<file path="config.mk">
export PLATFORM = sky130hd
export DESIGN_NAME = dmem_arbiter
export DESIGN_NICKNAME = d
export VERILOG_FILES = /design/src/rtl/riscv_pkg.sv /design/src/rtl/arb_starve_ctr.sv /design/src/rtl/dmem_arbiter.sv
export SDC_FILE = /design/constraint.sdc
export NUM_CORES = 1
export LEC_CHECK = 0
export ABC_CLOCK_PERIOD_IN_PS = 2400
export CAP_MARGIN = 0
export CORE_AREA = 2 2 120 122
export DETAILED_ROUTE_END_ITERATION = 7
export DIE_AREA = 0 0 122 124
export PLACE_DENSITY = 0.77
export SLEW_MARGIN = 20
export SYNTH_ARGS = -nofsm -noshare
export SYNTH_HDL_FRONTEND = slang
export SYNTH_SLANG_ARGS = --single-unit
export TNS_END_PERCENT = 100
</file>
<file path="constraint.sdc">
create_clock -name clk_i -period 2.4 [get_ports clk_i]
set_input_delay 0.6 -clock clk_i [delete_from_list [all_inputs] [get_ports clk_i]]
set_output_delay 0.6 -clock clk_i [all_outputs]
set_load 0.02 [all_outputs]
</file>
<file path="src/rtl/riscv_pkg.sv">
// Shared widths, bus payload and state encodings for the data-memory arbiter.
package riscv_pkg;

    localparam int unsigned XLEN     = 32;
    localparam int unsigned BE_W     = XLEN / 8;
    localparam int unsigned STARVE_W = 8;
    localparam int unsigned PERF_W   = 32;

    typedef struct packed {
        logic            we;
        logic [XLEN-1:0] addr;
        logic [XLEN-1:0] wdata;
        logic [BE_W-1:0] be;
    } dmem_req_t;

    typedef enum logic [0:0] {
        ARB_IDLE = 1'b0,
        ARB_BUSY = 1'b1
    } arb_state_e;

    typedef enum logic [0:0] {
        OWN_CORE = 1'b0,
        OWN_DBG  = 1'b1
    } arb_owner_e;

endpackage

</file>
<file path="src/rtl/arb_starve_ctr.sv">
// Saturating wait counter for the debug port; force_d_c flags that debug must win next.
module arb_starve_ctr
    import riscv_pkg::*;
#(
    parameter int unsigned LIMIT = 4
) (
    input  logic clk_i,
    input  logic rstn_i,
    input  logic inc_i,
    input  logic clr_i,
    output logic force_d_c
);

    localparam logic [STARVE_W-1:0] LIMIT_C = STARVE_W'(LIMIT);

    logic [STARVE_W-1:0] cnt_q;

    always_ff @(posedge clk_i or negedge rstn_i) begin
        if (!rstn_i) begin
            cnt_q <= '0;
        end else if (clr_i) begin
            cnt_q <= '0;
        end else if (inc_i && (cnt_q != LIMIT_C)) begin
            cnt_q <= cnt_q + STARVE_W'(1);
        end
    end

    assign force_d_c = (cnt_q == LIMIT_C);

endmodule

</file>
<file path="src/rtl/dmem_arbiter.sv">
// Two-port data-memory arbiter: core has priority, debug is forced through after a bounded wait.
// Optional performance counters and stray-response flag under `DMEM_ARB_PERF_EN.
module dmem_arbiter
    import riscv_pkg::*;
#(
    parameter int unsigned XLEN         = riscv_pkg::XLEN,
    parameter int unsigned STARVE_LIMIT = 4
) (
    input  logic            clk_i,
    input  logic            rstn_i,
    input  logic            c_req_i,
    input  logic            c_we_i,
    input  logic [XLEN-1:0] c_addr_i,
    input  logic [XLEN-1:0] c_wdata_i,
    input  logic [BE_W-1:0] c_be_i,
    output logic            c_gnt_o,
    output logic            c_rvalid_o,
    output logic [XLEN-1:0] c_rdata_o,
    input  logic            d_req_i,
    input  logic            d_we_i,
    input  logic [XLEN-1:0] d_addr_i,
    input  logic [XLEN-1:0] d_wdata_i,
    input  logic [BE_W-1:0] d_be_i,
    output logic            d_gnt_o,
    output logic            d_rvalid_o,
    output logic [XLEN-1:0] d_rdata_o,
`ifdef DMEM_ARB_PERF_EN
    output logic [PERF_W-1:0] perf_c_cnt_o,
    output logic [PERF_W-1:0] perf_d_cnt_o,
    output logic [PERF_W-1:0] perf_stall_o,
    output logic              stray_rsp_o,
`endif
    output logic            mem_req_o,
    output logic            mem_we_o,
    output logic [XLEN-1:0] mem_addr_o,
    output logic [XLEN-1:0] mem_wdata_o,
    output logic [BE_W-1:0] mem_be_o,
    input  logic            mem_gnt_i,
    input  logic            mem_rvalid_i,
    input  logic [XLEN-1:0] mem_rdata_i
);

    arb_state_e      state_q, state_d;
    arb_owner_e      owner_q, owner_d;
    dmem_req_t       c_pkt, d_pkt, sel_pkt;
    logic            sel_d;
    logic            hs;
    logic            force_d;
    logic            starve_inc, starve_clr;
    logic [XLEN-1:0] c_rdata_q, d_rdata_q;

    assign c_pkt = '{we: c_we_i, addr: c_addr_i, wdata: c_wdata_i, be: c_be_i};
    assign d_pkt = '{we: d_we_i, addr: d_addr_i, wdata: d_wdata_i, be: d_be_i};

    // Once force_d is up the counter holds at the limit until D's grant, so selection cannot flip.
    assign sel_d   = d_req_i & (~c_req_i | force_d);
    assign sel_pkt = sel_d ? d_pkt : c_pkt;

    assign mem_we_o    = sel_pkt.we;
    assign mem_addr_o  = sel_pkt.addr;
    assign mem_wdata_o = sel_pkt.wdata;
    assign mem_be_o    = sel_pkt.be;

    always_ff @(posedge clk_i or negedge rstn_i) begin
        if (!rstn_i) begin
            state_q <= ARB_IDLE;
            owner_q <= OWN_CORE;
        end else begin
            state_q <= state_d;
            owner_q <= owner_d;
        end
    end

    // Next state, grants and response routing.
    always_comb begin
        state_d    = state_q;
        owner_d    = owner_q;
        mem_req_o  = 1'b0;
        hs         = 1'b0;
        c_gnt_o    = 1'b0;
        d_gnt_o    = 1'b0;
        c_rvalid_o = 1'b0;
        d_rvalid_o = 1'b0;
        case (state_q)
            ARB_IDLE: begin
                mem_req_o = c_req_i | d_req_i;
                hs        = mem_req_o & mem_gnt_i;
                c_gnt_o   = hs & ~sel_d;
                d_gnt_o   = hs & sel_d;
                if (hs) begin
                    state_d = ARB_BUSY;
                    owner_d = sel_d ? OWN_DBG : OWN_CORE;
                end
            end
            ARB_BUSY: begin
                if (mem_rvalid_i) begin
                    c_rvalid_o = (owner_q == OWN_CORE);
                    d_rvalid_o = (owner_q == OWN_DBG);
                    state_d    = ARB_IDLE;
                end
            end
            default: state_d = ARB_IDLE;
        endcase
    end

    // Non-owner read data keeps the last value delivered to that port.
    always_ff @(posedge clk_i or negedge rstn_i) begin
        if (!rstn_i) begin
            c_rdata_q <= '0;
            d_rdata_q <= '0;
        end else begin
            if (c_rvalid_o) c_rdata_q <= mem_rdata_i;
            if (d_rvalid_o) d_rdata_q <= mem_rdata_i;
        end
    end

    assign c_rdata_o = c_rvalid_o ? mem_rdata_i : c_rdata_q;
    assign d_rdata_o = d_rvalid_o ? mem_rdata_i : d_rdata_q;

    assign starve_inc = (state_q == ARB_IDLE) & d_req_i & ~d_gnt_o;
    assign starve_clr = (state_q == ARB_IDLE) & (~d_req_i | d_gnt_o);

    arb_starve_ctr #(
        .LIMIT(STARVE_LIMIT)
    ) u_starve (
        .clk_i    (clk_i),
        .rstn_i   (rstn_i),
        .inc_i    (starve_inc),
        .clr_i    (starve_clr),
        .force_d_c(force_d)
    );

`ifdef DMEM_ARB_PERF_EN
    logic [PERF_W-1:0] perf_c_q, perf_d_q, perf_stall_q;
    logic              stray_q;

    always_ff @(posedge clk_i or negedge rstn_i) begin
        if (!rstn_i) begin
            perf_c_q     <= '0;
            perf_d_q     <= '0;
            perf_stall_q <= '0;
            stray_q      <= 1'b0;
        end else begin
            if (c_gnt_o) perf_c_q <= perf_c_q + PERF_W'(1);
            if (d_gnt_o) perf_d_q <= perf_d_q + PERF_W'(1);
            if (mem_req_o && !hs) perf_stall_q <= perf_stall_q + PERF_W'(1);
            if ((state_q == ARB_IDLE) && mem_rvalid_i) stray_q <= 1'b1;
        end
    end

    assign perf_c_cnt_o = perf_c_q;
    assign perf_d_cnt_o = perf_d_q;
    assign perf_stall_o = perf_stall_q;
    assign stray_rsp_o  = stray_q;
`endif

endmodule
</file>
==> results.md, run 1 <==
- Counting every instance in the synthesized netlist gives 279.
- The aggregate routed wire length is 18300 um.
- The count of different cell masters after synthesis is 30.
- The detail route stage leaves a number of antenna-violating nets equal to 0.
- Leaving out fill and tap cells, the most frequent cell in the layout is sky130_fd_sc_hd__clkdlybuf4s50_1.
- The pin count of the biggest net entering global routing is 40.
- The category of the worst setup path launch point is a flip-flop.
- After the last flow step, the layout net total stands at 817.
- The first global-routing pass estimated 25400 um of wire.
- The final design instance area without fill is 8330 sq um.
- In this run the static leakage power is 3.97 nW.
- The initial antenna violation count was 1.
- The CTS tree is done.
- The classification of the worst-slack hold path is primary input to asynchronous set/reset pin.
- The biggest area contributor in the post-synthesis netlist is sky130_fd_sc_hd__dfrtp_1.
- The worst clock skew on the final layout is 0.00400 ns.
- In the routed design, unresolved DRC markers number 0.
- The final estimated routing congestion in global placement is 0.891.
- The number of vias per cell after detailed routing is 4.68.
- Once placement finished, the instance area stood at 7600 sq um.
- In this run, the number of DRC markers left after iteration 0 of detailed routing was 106.
- The number of slew-limit violations in the final report was 0.
- The final number of setup-violating endpoints is 74.
- Summed over all layers, the global routing overflow is 0.
- The mean routed wirelength per cell is 22.3 um.
- The number of iterations in the first detailed-routing pass is 5.
- In this run, CTS created clock tree buffers numbering 9.
- The total of flip-flops plus latches after synthesis is 74.
- The number of inserted diodes is 0.
- The post-synth design cell area is 4110 sq um.
- STA puts the critical path data arrival time at 2.22 ns.
- Across the run, the number of max-cap violations was 0.
- In this run the vertical extent of the chip is 124 um.
- Averaged over all synthesized cells, the footprint is 14.7 sq um.
- The hold buffer count at cts is 0.
- The depth of the CTS H-tree is 3.
- Once layout is complete, the utilization of the core stands at 0.607.
- In the layout the commonest cells are 171 x sky130_fd_sc_hd__clkdlybuf4s50_1, 75 x sky130_fd_sc_hd__mux2_4, 73 x sky130_fd_sc_hd__dfrtp_1.
- The net count after synthesis is 457.
- The kind of end point of the critical path is a primary output.
- The longest clock path from root to sink contains 2 buffers.
- The final-layout setup total negative slack is -25.99 ns.
- Of all nets on the critical path, the largest fanout is 5.
- The sequential-to-total area share from yosys stat is 0.451.
- For the worst-skew pair, the clock arrives at the later sink with an insertion delay of 0.33 ns.
- The final reports fail on setup timing.
- The number of global-route vias before repair was 4182.
- The number of cell rows is 43.
- At the worst endpoint, the required time is 1.80 ns.
- The die is 122 um wide.
- VDD sags by at most 0.654 mV.
- The final number of hold-violating endpoints is 0.
- In the post-synthesis netlist, the biggest area contributors are sky130_fd_sc_hd__dfrtp_1 45%, sky130_fd_sc_hd__mux2_4 24%, sky130_fd_sc_hd__mux2_2 18%, sky130_fd_sc_hd__buf_6 1.9%, sky130_fd_sc_hd__a22oi_1 1.1%.
- Across all layers, the routed design uses 3855 vias.
- Setup repair after global routing could not meet its margin everywhere.
- The power density over the cells is 869 nW/um^2.
- The number of clock sinks is 74.
- Input and output buffers added on the ports amount to 313.
- Of the post-synthesis cell area, the dominant cell type holds 0.451.
- The power consumption is 0.00723 W.
- The area of the die is 15100 sq um.
- The flow ran to the end, but the final reports show violations.
- Pin placement for this block handled 314 I/O pins.
- In the final layout, the share of cells above drive strength 1 is 0.528.
- The post-route worst hold slack is 0.247 ns.
- The critical path is of the flip-flop to primary output type.
- The final critical-path share of the clock period is 1.18.
- The estimated wirelength of the detail-placed design is 13400 um.
- The clock slew seen by the registers of the worst setup and hold paths is 0.06 ns.
- The filler cells instantiated in the layout total 1110.
- The number of warnings issued by yosys is 0.
- The initial utilization of the core area, before any placement, comes to 0.300.
- Setup slack on the critical path of the routed design comes to -0.420 ns.
- The total area inside the core boundary comes to 13700 sq um.
- For the pin with the worst max-slew slack, the measured transition is 0.679 ns.
- The root buffer cell chosen for the clock tree is sky130_fd_sc_hd__clkbuf_16.
- The headroom to the max-slew limit is 0.547.
- The minimum period implied by the final worst setup slack is 2.82 ns.
- Compared with the post-synthesis result, the final layout area differs by 103%.
- The overall track demand over capacity in global routing is 0.232.
- Timing would allow up to 0.355 GHz.
-- critical path, stage by stage (launching register included) --
cell and delay [ns]:
sky130_fd_sc_hd__dfrtp_1 0.37, sky130_fd_sc_hd__inv_1 0.06, sky130_fd_sc_hd__ha_2 0.16, sky130_fd_sc_hd__nor4b_4 0.30, sky130_fd_sc_hd__a21oi_4 0.13, sky130_fd_sc_hd__buf_6 0.15
sky130_fd_sc_hd__buf_8 0.13, sky130_fd_sc_hd__buf_16 0.14, sky130_fd_sc_hd__mux2_4 0.30, sky130_fd_sc_hd__buf_6 0.13
-- Yosys cell counts --
cell type / count
sky130_fd_sc_hd__dfrtp_1: 74
sky130_fd_sc_hd__mux2_4: 67
sky130_fd_sc_hd__mux2_2: 66
sky130_fd_sc_hd__inv_1: 8
sky130_fd_sc_hd__buf_6: 7
sky130_fd_sc_hd__a22oi_1: 6
sky130_fd_sc_hd__nand2_1: 6
sky130_fd_sc_hd__buf_2: 5
sky130_fd_sc_hd__o21ai_0: 4
sky130_fd_sc_hd__a21oi_1: 3
sky130_fd_sc_hd__a311o_1: 3
sky130_fd_sc_hd__clkbuf_1: 3
sky130_fd_sc_hd__or3_1: 3
sky130_fd_sc_hd__ha_1: 2
sky130_fd_sc_hd__nand3_1: 2
sky130_fd_sc_hd__nand4_1: 2
sky130_fd_sc_hd__nand4b_1: 2
sky130_fd_sc_hd__nor2_1: 2
sky130_fd_sc_hd__nor2b_1: 2
sky130_fd_sc_hd__nor4bb_1: 2
sky130_fd_sc_hd__a211oi_1: 1
sky130_fd_sc_hd__a21oi_4: 1
sky130_fd_sc_hd__a31o_2: 1
sky130_fd_sc_hd__a31oi_1: 1
sky130_fd_sc_hd__a32oi_1: 1
sky130_fd_sc_hd__mux2i_1: 1
sky130_fd_sc_hd__nand3b_1: 1
sky130_fd_sc_hd__nor4b_4: 1
sky130_fd_sc_hd__o21ba_2: 1
sky130_fd_sc_hd__xor2_1: 1
-- metrics by stage --
stage / instances / worst slack [ns]
2_1_floorplan: 279 / 0.113
5_1_grt: 824 / -0.520
4_1_cts: 821 / -0.529
3_5_place_dp: 779 / -1.01
3_3_place_gp: 779 / -1.08
6_report: 824 / -0.420
-- metal layers --
layer	GRT usage	vias to the layer above	share of wire
met5	0	-	0.00065
met4	0.0941	2	0.030
met3	0.0733	32	0.090
met2	0.417	192	0.52
met1	0.255	1879	0.36
li1	-	1750	-
-- cell type report --
type                       instances  area, sq um  area share
inverter                           8         30.0     0.00361
clock inverter                     7          100      0.0120
timing repair buffer             364         3690       0.443
sequential                        74         1850       0.223
multi-input combinational        182         2200       0.265
tap                              180          225      0.0270
clock buffer                       9          225      0.0270
-- sequential cells by signal (all words and copies together), names as in the netlist --
signal and cells:
state_q 1, u_starve.cnt_q 8, owner_q 1, c_rdata_q 32, d_rdata_q 32
-- final timing paths --
check | startpoint | to | depth (start not counted) | slack (ns)
max in group asynchronous | rstn_i | d_rdata_q[16] | 2 | 1.57
max | u_starve.cnt_q[0] | mem_wdata_o[24] | 9 | -0.42
max reg2reg | state_q | u_starve.cnt_q[5] | 5 | 0.65
min reg2reg | c_rdata_q[31] | c_rdata_q[31] | 1 | 0.49
min | rstn_i | d_rdata_q[8] | 1 | 0.25
min in group clk_i | c_rdata_q[31] | c_rdata_q[31] | 1 | 0.49
-- cells by family after synthesis --
logic type                 count (synthesis)  share of synthesized area
AOI/OAI and AO/OA                         22                     0.0408
adders and majority gates                  2                    0.00609
and+or+nand+nor                           23                     0.0371
muxes                                    134                      0.428
xor gates and xnor gates                   1                    0.00213
DFF                                       74                      0.451
buffers and inverters                     23                     0.0353
-- what timing repair did --
item | CTS | global route
buffers inserted | 15 | 4
setup endpoints to repair | 138 | 101
pin swaps | 4 | 4
gates cloned | 11 | 1
gates resized for setup | 621 | 78
hold endpoints to repair | 0 | 0
-- power by group --
part / total, W / switching, W / internal [W]
Combinational: 0.00388 / 0.00194 / 0.00194
Clock: 0.00144 / 0.000525 / 0.000919
Sequential: 0.00191 / 0.000137 / 0.00178
Total: 0.00723 / 0.00260 / 0.00463
Note: power is estimated with default switching activity, not from simulation.
==> run 2: changes to the inputs <==
CORE_AREA = 5 5 120 122   (was 2 2 120 122)
DIE_AREA = 0 0 125 127   (was 0 0 122 124)
PLACE_DENSITY = 0.8   (was 0.77)
==> run 2 against run 1 <==
  * The run still ends with setup timing left
  * Combinational power is essentially flat
  * Core utilization increased by 2.1 points
  * Via count grew 0.23%
  * Clock-buffer cell count up 3
  * First-iteration DRC count grew 55%
  * Sequential share of layout area up 0.31 points
  * Clock skew decreased by 0.00092 ns
  * Total power down 2.3%
  * Global-route usage is 0.22 points higher
  * Non-clock buffer count is 6 lower
  * Sequential power about the same
  * Critical path depth is 1 lower
  * Critical endpoint is now mem_wdata_o[17]
==> results.md, run 2 (same netlist as run 1, synthesis figures left out) <==
- The final estimated routing congestion in global placement is 0.950.
- Once routing completed, OpenROAD measured the worst setup slack at -0.309 ns.
- The pin count of the biggest net entering global routing is 75.
- The core box area is 13100 sq um.
- The area of the die is 15900 sq um.
- The leading cell type in the layout, fill and taps excluded is sky130_fd_sc_hd__clkdlybuf4s50_1.
- The first TritonRoute pass finished after 4 iterations.
- TritonCTS built the clock tree.
- STA classifies the critical path endpoint as a primary output.
- The wire length of the first global-routing pass is 28300 um.
- Setup violations remaining at the end of the flow were counted as 71.
- Across all layers, the routed design uses 3864 vias.
- The worst register-to-register path has a depth of 9.
- Tracing the worst setup path back leads to its startpoint at u_starve.cnt_q[1].
- In this run, the number of DRC markers left after iteration 0 of detailed routing was 164.
- The final routed DRC violation total is 0.
- The number of slew-limit violations in the final report is 0.
- The final number of hold-violating endpoints was 0.
- The number of clock buffers added by TritonCTS is 9.
- The mean routed wirelength per cell is 23.7 um.
- The measured slew at the worst slew-check pin is 0.400 ns.
- The share of post-route cells with drive strength above 1 is 0.538.
- After the last flow step, the layout net total stands at 811.
- Across every metal layer, demand over resource in global routing totals 0.235.
- Summed over all cells, the static leakage comes to 3.89 nW.
- The internal reg-to-reg setup slack is 0.66 ns.
- The number of cells in the design after placement is 774.
- The clock passes through at most 2 buffers.
- After clock tree synthesis, the clock-pin slew on the worst setup and hold paths is 0.06 ns.
- After routing the design area is 8210 sq um.
- For this design the top-level I/O count stands at 314.
- The number of vias per cell after detailed routing is 4.75.
- Setup repair after global routing could not meet its margin everywhere.
- Timing would allow up to 0.369 GHz.
- The area after detailed placement is 7590 sq um.
- The required time at the endpoint of the critical path is 1.80 ns.
- In this run the critical register-to-register path is launched from u_starve.cnt_q[1].
- From bottom edge to top edge, the die measures 127 um.
- The worst setup timing slack at the placement stage is -1.04 ns.
- The worst clock skew on the final layout is 0.00308 ns.
- The clock net in this run drives a total of 74 sinks.
- The category of the worst setup path launch point is a flip-flop.
- Detailed placement finished with a half-perimeter wire length of 13800 um.
- The initial antenna violation count is 1.
- Summed over all layers, the routed wires come to 19300 um.
- The finished layout holds 814 standard cells, fillers aside.
- The final critical-path share of the clock period is 1.13.
- The worst ir drop on vdd is 0.690 mV.
- The checks that failed: setup timing.
- The largest registers in the layout are c_rdata_q x32, d_rdata_q x32, u_starve.cnt_q x8.
- The minimum period implied by the final worst setup slack is 2.71 ns.
- The start-to-end type of the worst setup path is flip-flop to primary output.
- The worst hold path belongs to the class primary input to asynchronous set/reset pin.
- Headroom to the max-slew limit came out at 0.734.
- The max-cap violation count is 0.
- The layout overhead on the synthesized area is 99.8%.
- For this run the aggregate overflow at the end of global routing stands at 0.
- The horizontal die dimension is 125 um.
- For the worst setup path, the data arrival time is 2.11 ns.
- The final-layout setup total negative slack is -19.76 ns.
- The library cell used as clock root buffer is sky130_fd_sc_hd__clkbuf_16.
- Along the worst path, the maximum fanout reaches 11.
- The critical register-to-register path endpoint is owner_q.
- Buffers placed on the I/O ports in this run total 313.
- The later pin in the worst-skew pair is clocked with a latency of 0.32 ns.
- The initial utilization of the core area, before any placement, comes to 0.314.
- The hold buffer count at cts is 0.
- The power density over the cells is 860 nW/um^2.
- The number of cell rows is 42.
- In this run the worst setup path terminates at mem_wdata_o[17].
- The run finished, with violations left.
- The filler cells instantiated in the layout total 1032.
- The number of global-route vias before repair is 4355.
- The H-tree generated during clock tree synthesis spans 3 levels.
- The number of nets with antenna violations after routing is 0.
- In the layout the commonest cells are 171 x sky130_fd_sc_hd__clkdlybuf4s50_1, 77 x sky130_fd_sc_hd__buf_6, 73 x sky130_fd_sc_hd__dfrtp_1.
[run 2: stage by stage]
step            util  hold slack [ns]  total power, W
2_1_floorplan      -            0.304         0.00392
3_3_place_gp   0.580            0.478         0.00580
3_5_place_dp   0.580            0.481         0.00589
4_1_cts        0.639            0.324         0.00715
5_1_grt        0.628            0.331         0.00743
6_report       0.628            0.310         0.00706
[run 2: metal layers]
layer | part of all wire | vias to the layer above | track usage
met1 | 0.38 | 1898 | 0.265
met5 | 0.00098 | - | 0
met3 | 0.070 | 26 | 0.0739
li1 | - | 1738 | -
met2 | 0.53 | 200 | 0.434
met4 | 0.018 | 2 | 0.0529
[run 2: timing repair]
item / in CTS / in global routing
cloned: 13 / 0
pin swaps: 4 / 3
buffers inserted: 12 / 5
resized for setup: 696 / 37
endpoints found under the setup margin: 138 / 119
[run 2: worst min-delay path by stage]
| stage | to | slack [ns] | cells after the start |
|---|---|---|---|
| 2_1_floorplan | c_rdata_q[0] | 0.30 | 0 |
| 3_3_place_gp | d_rdata_q[17] | 0.48 | 1 |
| 3_5_place_dp | d_rdata_q[2] | 0.48 | 1 |
| 4_1_cts | c_rdata_q[30] | 0.32 | 2 |
| 5_1_grt | c_rdata_q[30] | 0.33 | 2 |
| 6_report | c_rdata_q[30] | 0.31 | 2 |
[run 2: layout make-up]
| class | count | area [sq um] | share of cell area |
|---|---|---|---|
| clock buffers | 12 | 246 | 0.0300 |
| clock inverters | 3 | 40.0 | 0.00487 |
| repair buffers | 358 | 3620 | 0.441 |
| flip-flops and latches | 74 | 1850 | 0.226 |
| multi-input cells | 182 | 2200 | 0.268 |
| diodes | 1 | 2.50 | 0.000305 |
| well taps | 176 | 220 | 0.0268 |
| inverters | 8 | 30.0 | 0.00366 |
[run 2: worst max-delay path, cell delays in order (launching register included)]
cell,delay (ns)
sky130_fd_sc_hd__dfrtp_1,0.39
sky130_fd_sc_hd__inv_2,0.08
sky130_fd_sc_hd__ha_4,0.12
sky130_fd_sc_hd__nor4b_4,0.28
sky130_fd_sc_hd__a21oi_4,0.13
sky130_fd_sc_hd__buf_12,0.18
sky130_fd_sc_hd__buf_12,0.15
sky130_fd_sc_hd__mux2_4,0.31
sky130_fd_sc_hd__buf_6,0.14
[run 2: power breakdown]
group / switching [W] / internal, W
Clock: 0.000468 / 0.000824
Sequential: 0.000142 / 0.00178
Combinational: 0.00195 / 0.00190
Total: 0.00256 / 0.00450
